$ cat src/rtl/mul_div_unit.sv
// Iterative unsigned multiply/divide unit feeding the register file dual-write path.
// MUL: shift-add, multiplier LSB first. DIV: restoring, dividend MSB first.
// RUN holds for W iteration edges plus one result-transfer edge, so Done is high in the
// cycle after edge W+1 and Busy covers W+2 cycles.
module mul_div_unit #(
  parameter int unsigned W  = 16,
  parameter int unsigned CW = 5
) (
  input  logic         i_clk,
  input  logic         i_rst_n,
  input  logic         i_start,
  input  logic [2:0]   i_op,
  input  logic [W-1:0] i_op_a,
  input  logic [W-1:0] i_op_b,
  output logic         o_busy,
  output logic         o_done,
  output logic         o_wr_en,
  output logic [W-1:0] o_hi_out,
  output logic [W-1:0] o_lo_out,
  output logic         o_div_zero
);

  localparam logic [2:0]    OpMul   = 3'b100;
  localparam logic [2:0]    OpDiv   = 3'b101;
  localparam logic [CW-1:0] CntLast = CW'(W);

  typedef enum logic [1:0] {StIdle, StRun, StDone} state_e;

  state_e        r_state, w_state_next;
  logic [CW-1:0] r_cnt;
  logic [W-1:0]  r_a;        // multiplicand (MUL) or divisor (DIV)
  logic [W-1:0]  r_lo;       // multiplier shifting out / dividend shifting out, quotient in
  logic [W:0]    r_rem;      // product high half with carry / partial remainder
  logic          r_is_div;
  logic [W-1:0]  r_hi_out, r_lo_out;
  logic          r_div_zero;

  logic          w_accept, w_last;
  logic [W:0]    w_mul_sum;
  logic [W:0]    w_div_shift;
  logic [W+1:0]  w_div_trial;
  logic          w_div_ok;
  logic [W:0]    w_rem_next;
  logic [W-1:0]  w_lo_next;

  assign w_accept = (r_state == StIdle) && i_start && ((i_op == OpMul) || (i_op == OpDiv));
  assign w_last   = (r_cnt == CntLast);

  // State register
  always_ff @(posedge i_clk or negedge i_rst_n) begin
    if (!i_rst_n) r_state <= StIdle;
    else          r_state <= w_state_next;
  end

  // Next-state logic
  always_comb begin
    w_state_next = r_state;
    unique case (r_state)
      StIdle:  if (w_accept) w_state_next = StRun;
      StRun:   if (w_last) w_state_next = StDone;
      StDone:  w_state_next = StIdle;
      default: w_state_next = StIdle;
    endcase
  end

  // Status outputs decoded from state
  always_comb begin
    o_busy  = (r_state == StRun) || (r_state == StDone);
    o_done  = (r_state == StDone);
    o_wr_en = (r_state == StDone);
  end

  // One iteration step of either operation
  always_comb begin
    w_mul_sum   = {1'b0, r_rem[W-1:0]} + (r_lo[0] ? {1'b0, r_a} : '0);
    w_div_shift = {r_rem[W-1:0], r_lo[W-1]};
    w_div_trial = {1'b0, w_div_shift} - {2'b00, r_a};
    w_div_ok    = ~w_div_trial[W+1];
    if (r_is_div) begin
      // A zero divisor always "fits": quotient saturates to all ones and the
      // dividend shifts through untouched into the remainder.
      w_rem_next = w_div_ok ? w_div_trial[W:0] : w_div_shift;
      w_lo_next  = {r_lo[W-2:0], w_div_ok};
    end else begin
      w_rem_next = {1'b0, w_mul_sum[W:1]};
      w_lo_next  = {w_mul_sum[0], r_lo[W-1:1]};
    end
  end

  // Datapath: latch operands on accept, iterate in RUN, publish results on DONE entry
  always_ff @(posedge i_clk or negedge i_rst_n) begin
    if (!i_rst_n) begin
      r_cnt      <= '0;
      r_a        <= '0;
      r_lo       <= '0;
      r_rem      <= '0;
      r_is_div   <= 1'b0;
      r_hi_out   <= '0;
      r_lo_out   <= '0;
      r_div_zero <= 1'b0;
    end else if (w_accept) begin
      r_cnt      <= '0;
      r_rem      <= '0;
      r_is_div   <= (i_op == OpDiv);
      r_a        <= (i_op == OpDiv) ? i_op_b : i_op_a;
      r_lo       <= (i_op == OpDiv) ? i_op_a : i_op_b;
      r_div_zero <= (i_op == OpDiv) && (i_op_b == '0);
    end else if (r_state == StRun) begin
      if (w_last) begin
        r_hi_out <= r_rem[W-1:0];
        r_lo_out <= r_lo;
      end else begin
        r_rem <= w_rem_next;
        r_lo  <= w_lo_next;
        r_cnt <= r_cnt + CW'(1);
      end
    end
  end

  // Result outputs
  always_comb begin
    o_hi_out   = r_hi_out;
    o_lo_out   = r_lo_out;
    o_div_zero = r_div_zero;
  end

endmodule

$ cat config.mk
export PLATFORM = sky130hd
export DESIGN_NAME = mul_div_unit
export DESIGN_NICKNAME = d
export VERILOG_FILES = /design/src/rtl/mul_div_unit.sv
export SDC_FILE = /design/constraint.sdc
export NUM_CORES = 1
export LEC_CHECK = 0
export BUFFER_PORTS_ARGS = -buffer_cell sky130_fd_sc_hd__buf_4
export CAP_MARGIN = 20
export CELL_PAD_IN_SITES_DETAIL_PLACEMENT = 0
export CELL_PAD_IN_SITES_GLOBAL_PLACEMENT = 2
export CORE_UTILIZATION = 36
export CTS_CLUSTER_DIAMETER = 80
export DETAILED_ROUTE_END_ITERATION = 8
export PLACE_DENSITY_LB_ADDON = 0.05
export SLEW_MARGIN = 10
export SYNTH_ARGS = -nofsm -noshare
export SYNTH_HDL_FRONTEND = slang
export SYNTH_SLANG_ARGS = --single-unit
$ cat constraint.sdc
create_clock -name i_clk -period 6.8 [get_ports i_clk]
set_input_delay 2.04 -clock i_clk [delete_from_list [all_inputs] [get_ports i_clk]]
set_output_delay 2.04 -clock i_clk [all_outputs]
set_load 0.005 [all_outputs]
==> results.yml <==
global_route:
  grt_overflow_total: 0
  antenna_found_initial: 0
  grt_max_degree: 75
  grt_pass1_vias: 5209
  grt_pass1_wl_mm: 29.0
  grt_use_total_pct: 21.1
routing:
  drt_iter0_drc: 291
  detailedRoute.firstPassIterationCount: 4
  via_count: 5192
  drt-total-wl_mm: 17.9
  postRouteAntennaNets: 0
  remaining_drc_errors: 0
  avgRoutedWirePerCell_um: 19.0
  vias_per_cell: 5.51
status:
  status: "completed"
yosys:
  ys.flop_type: "dfrtp_1"
  yosys.area.top_type_share_pct: 35.9
  ys_types: 73
  ys_seq_elements: 89
  syn-num-nets: 743
  synth_warnings: 0
  synth_common_cells: "dfrtp_1, o21ai_0, nand2_1"
  synthTopCellsByArea: "dfrtp_1, mux2i_1, ha_1"
  syn_area_per_cell_um2: 9.32
  synth_largest_area_cell: "dfrtp_1"
  ys_seq_area_share_pct: 35.9
  synth-edff-count: 0
  synth_cells: 666
  syn-cell-area_um2: 6210
  async_reset_ff_share_pct: 100
  synthMostInstantiatedCell: "dfrtp_1"
finish:
  area_growth_pct: 16.8
  multiInputGateArea_um2: 3720
  final_util_pct: 43.4
  nNetsFinal: 796
  drive_above_1_share_pct: 20.6
  diodes: 0
  regArea_um2: 2230
  fill_cells: 1690
clock_tree:
  cts_buffers: 9
  cts.sinks: 89
  cts_max_level: 3
  clock_latency_ps: 350
  ctsHoldBuffers: 0
  clkSlewWorstSetupHoldPaths_ps: 70
  post_cts_buffers: 0
  cts_tree: "yes"
  cts-resized-gates: 0
  clockBufferDepth: 2
  clock-root-buffer: "clkbuf_16"
die:
  rows: 47
  die_w_um: 133
  core_area_um2: 16700
  pin_count: 74
  start_util_pct: 37.2
  floorplan.die_area_um2: 17800
  dieHeight_um: 133
critical_path:
  cp.required_ps: 7040
  setup.worst_path.start_class: "input port"
  crit_type: "input port to flop"
  end_kind: "flop"
  crit_slowest_cell: "nand3_2"
  critPathMaxFanout: 74
  crit_chain: "buf_4 > nor2b_1 > nand3_2 > buf_4 > nand3_2 > buf_16 > mux2_2"
  cp.arrival_ps: 4220
  slowest_delay_ps: 620
timing:
  finalSetupTns_ps: 0
  final-hold-violation-count: 0
  finalCritPeriodShare_pct: 58.6
  finalSetupViolations: 0
  max_freq_ghz: 0.251
  fin_skew_ps: 10.9
  max_slew.worst_pin.slew_ps: 951
  slew_headroom_pct: 36.4
  rsz0062_at_grt: "no"
  slew_viol_final: 0
  finalCriticalPeriod_ps: 3980
pwr:
  irDropWorstVdd_v: 0.000173
  p_leak_nw: 3.41
  power_density_nw_per_um2: 518
  power_mw: 3.75
place:
  hpwl_mm: 13.3
  place.port_buffers: 73
  globalplace.congestion: 0.846
min_path:
  hold_class: "flop to flop"
flow_run:
  maxCapViolations: 0
[logic make-up (layout without fill, tap and decap cells)]
group,Yosys count,after routing,share of synthesized area (%)
buffers and inverters,65,122,4.44
multiplexers,78,78,13.2
AND/OR/NAND/NOR,189,189,15.4
adder cells (fa/ha/maj),39,39,8.10
AO/OA/AOI/OAI,187,187,20.3
XOR/XNOR,19,19,2.68
flip-flops,89,89,35.9
[where the power goes]
group	leakage (nW)	internal [mW]	total (mW)	switching (mW)
clock network	0.146	0.296	0.518	0.222
registers	1.08	0.756	1.01	0.254
logic	2.18	0.972	2.23	1.25
[state kept, by name (all words and copies together), names as in the netlist]
signal,count
o_div_zero,1
o_hi_out,16
o_lo_out,16
r_a,16
r_cnt,5
r_is_div,1
r_lo,16
r_rem,16
r_state,2
[path summary, 6_finish.rpt]
check,startpoint,end,slack [ps],depth (start not counted)
max,i_op[2],o_lo_out[14],2820,7
min,o_hi_out[0],o_hi_out[0],490,2
max reg2reg,r_lo[0],r_rem[13],3430,11
min reg2reg,o_hi_out[0],o_hi_out[0],490,2
max in group asynchronous,i_rst_n,r_a[5],4080,2
min in group asynchronous,i_rst_n,o_hi_out[5],1660,1
[stage by stage]
step | hold WS (ps) | std cells | cell area, µm² | setup WS, ps
floorplan | 463 | 666 | 6210 | 3360
global placement | 462 | 927 | 6920 | 2130
detailed placement | 472 | 927 | 6920 | 2080
CTS | 488 | 942 | 7220 | 2440
global route | 509 | 943 | 7250 | 2650
finish | 485 | 943 | 7250 | 2820
[per-layer routing]
metal,track usage [%],wire [µm]
met2,33.0,8110
met3,3.58,625
met4,6.88,371
met5,0,0
met1,29.6,8820
[final cells by class]
class	count	area share [%]
inverter	28	1.45
clock buffer	10	3.30
multi-input combinational	512	51.4
clock inverter	5	0.881
timing repair buffer	79	8.46
tap	220	3.80
sequential	89	30.7
[critical path: cells and delay by family]
family	cells	cell delay, ps
buffers and inverters	3	1000
multiplexers	1	280
AND/OR/NAND/NOR	3	860
[cell usage in the layout, fill, tap and decap left out, drive strengths merged, types with 7 or more instances in the layout]
cell type,count
dfrtp,89
buf,79
o21ai,70
nand2,66
mux2i,48
ha,37
mux2,30
inv,30
nor2,30
a21oi,22
o211ai,20
and2,17
xnor2,12
a21o,11
nor3,11
nor2b,11
nand3,11
clkbuf,10
o21a,9
nand2b,8
nor4,8
xor2,7
nand4,7
a31oi,7
Power figures use the tool's default switching activity.
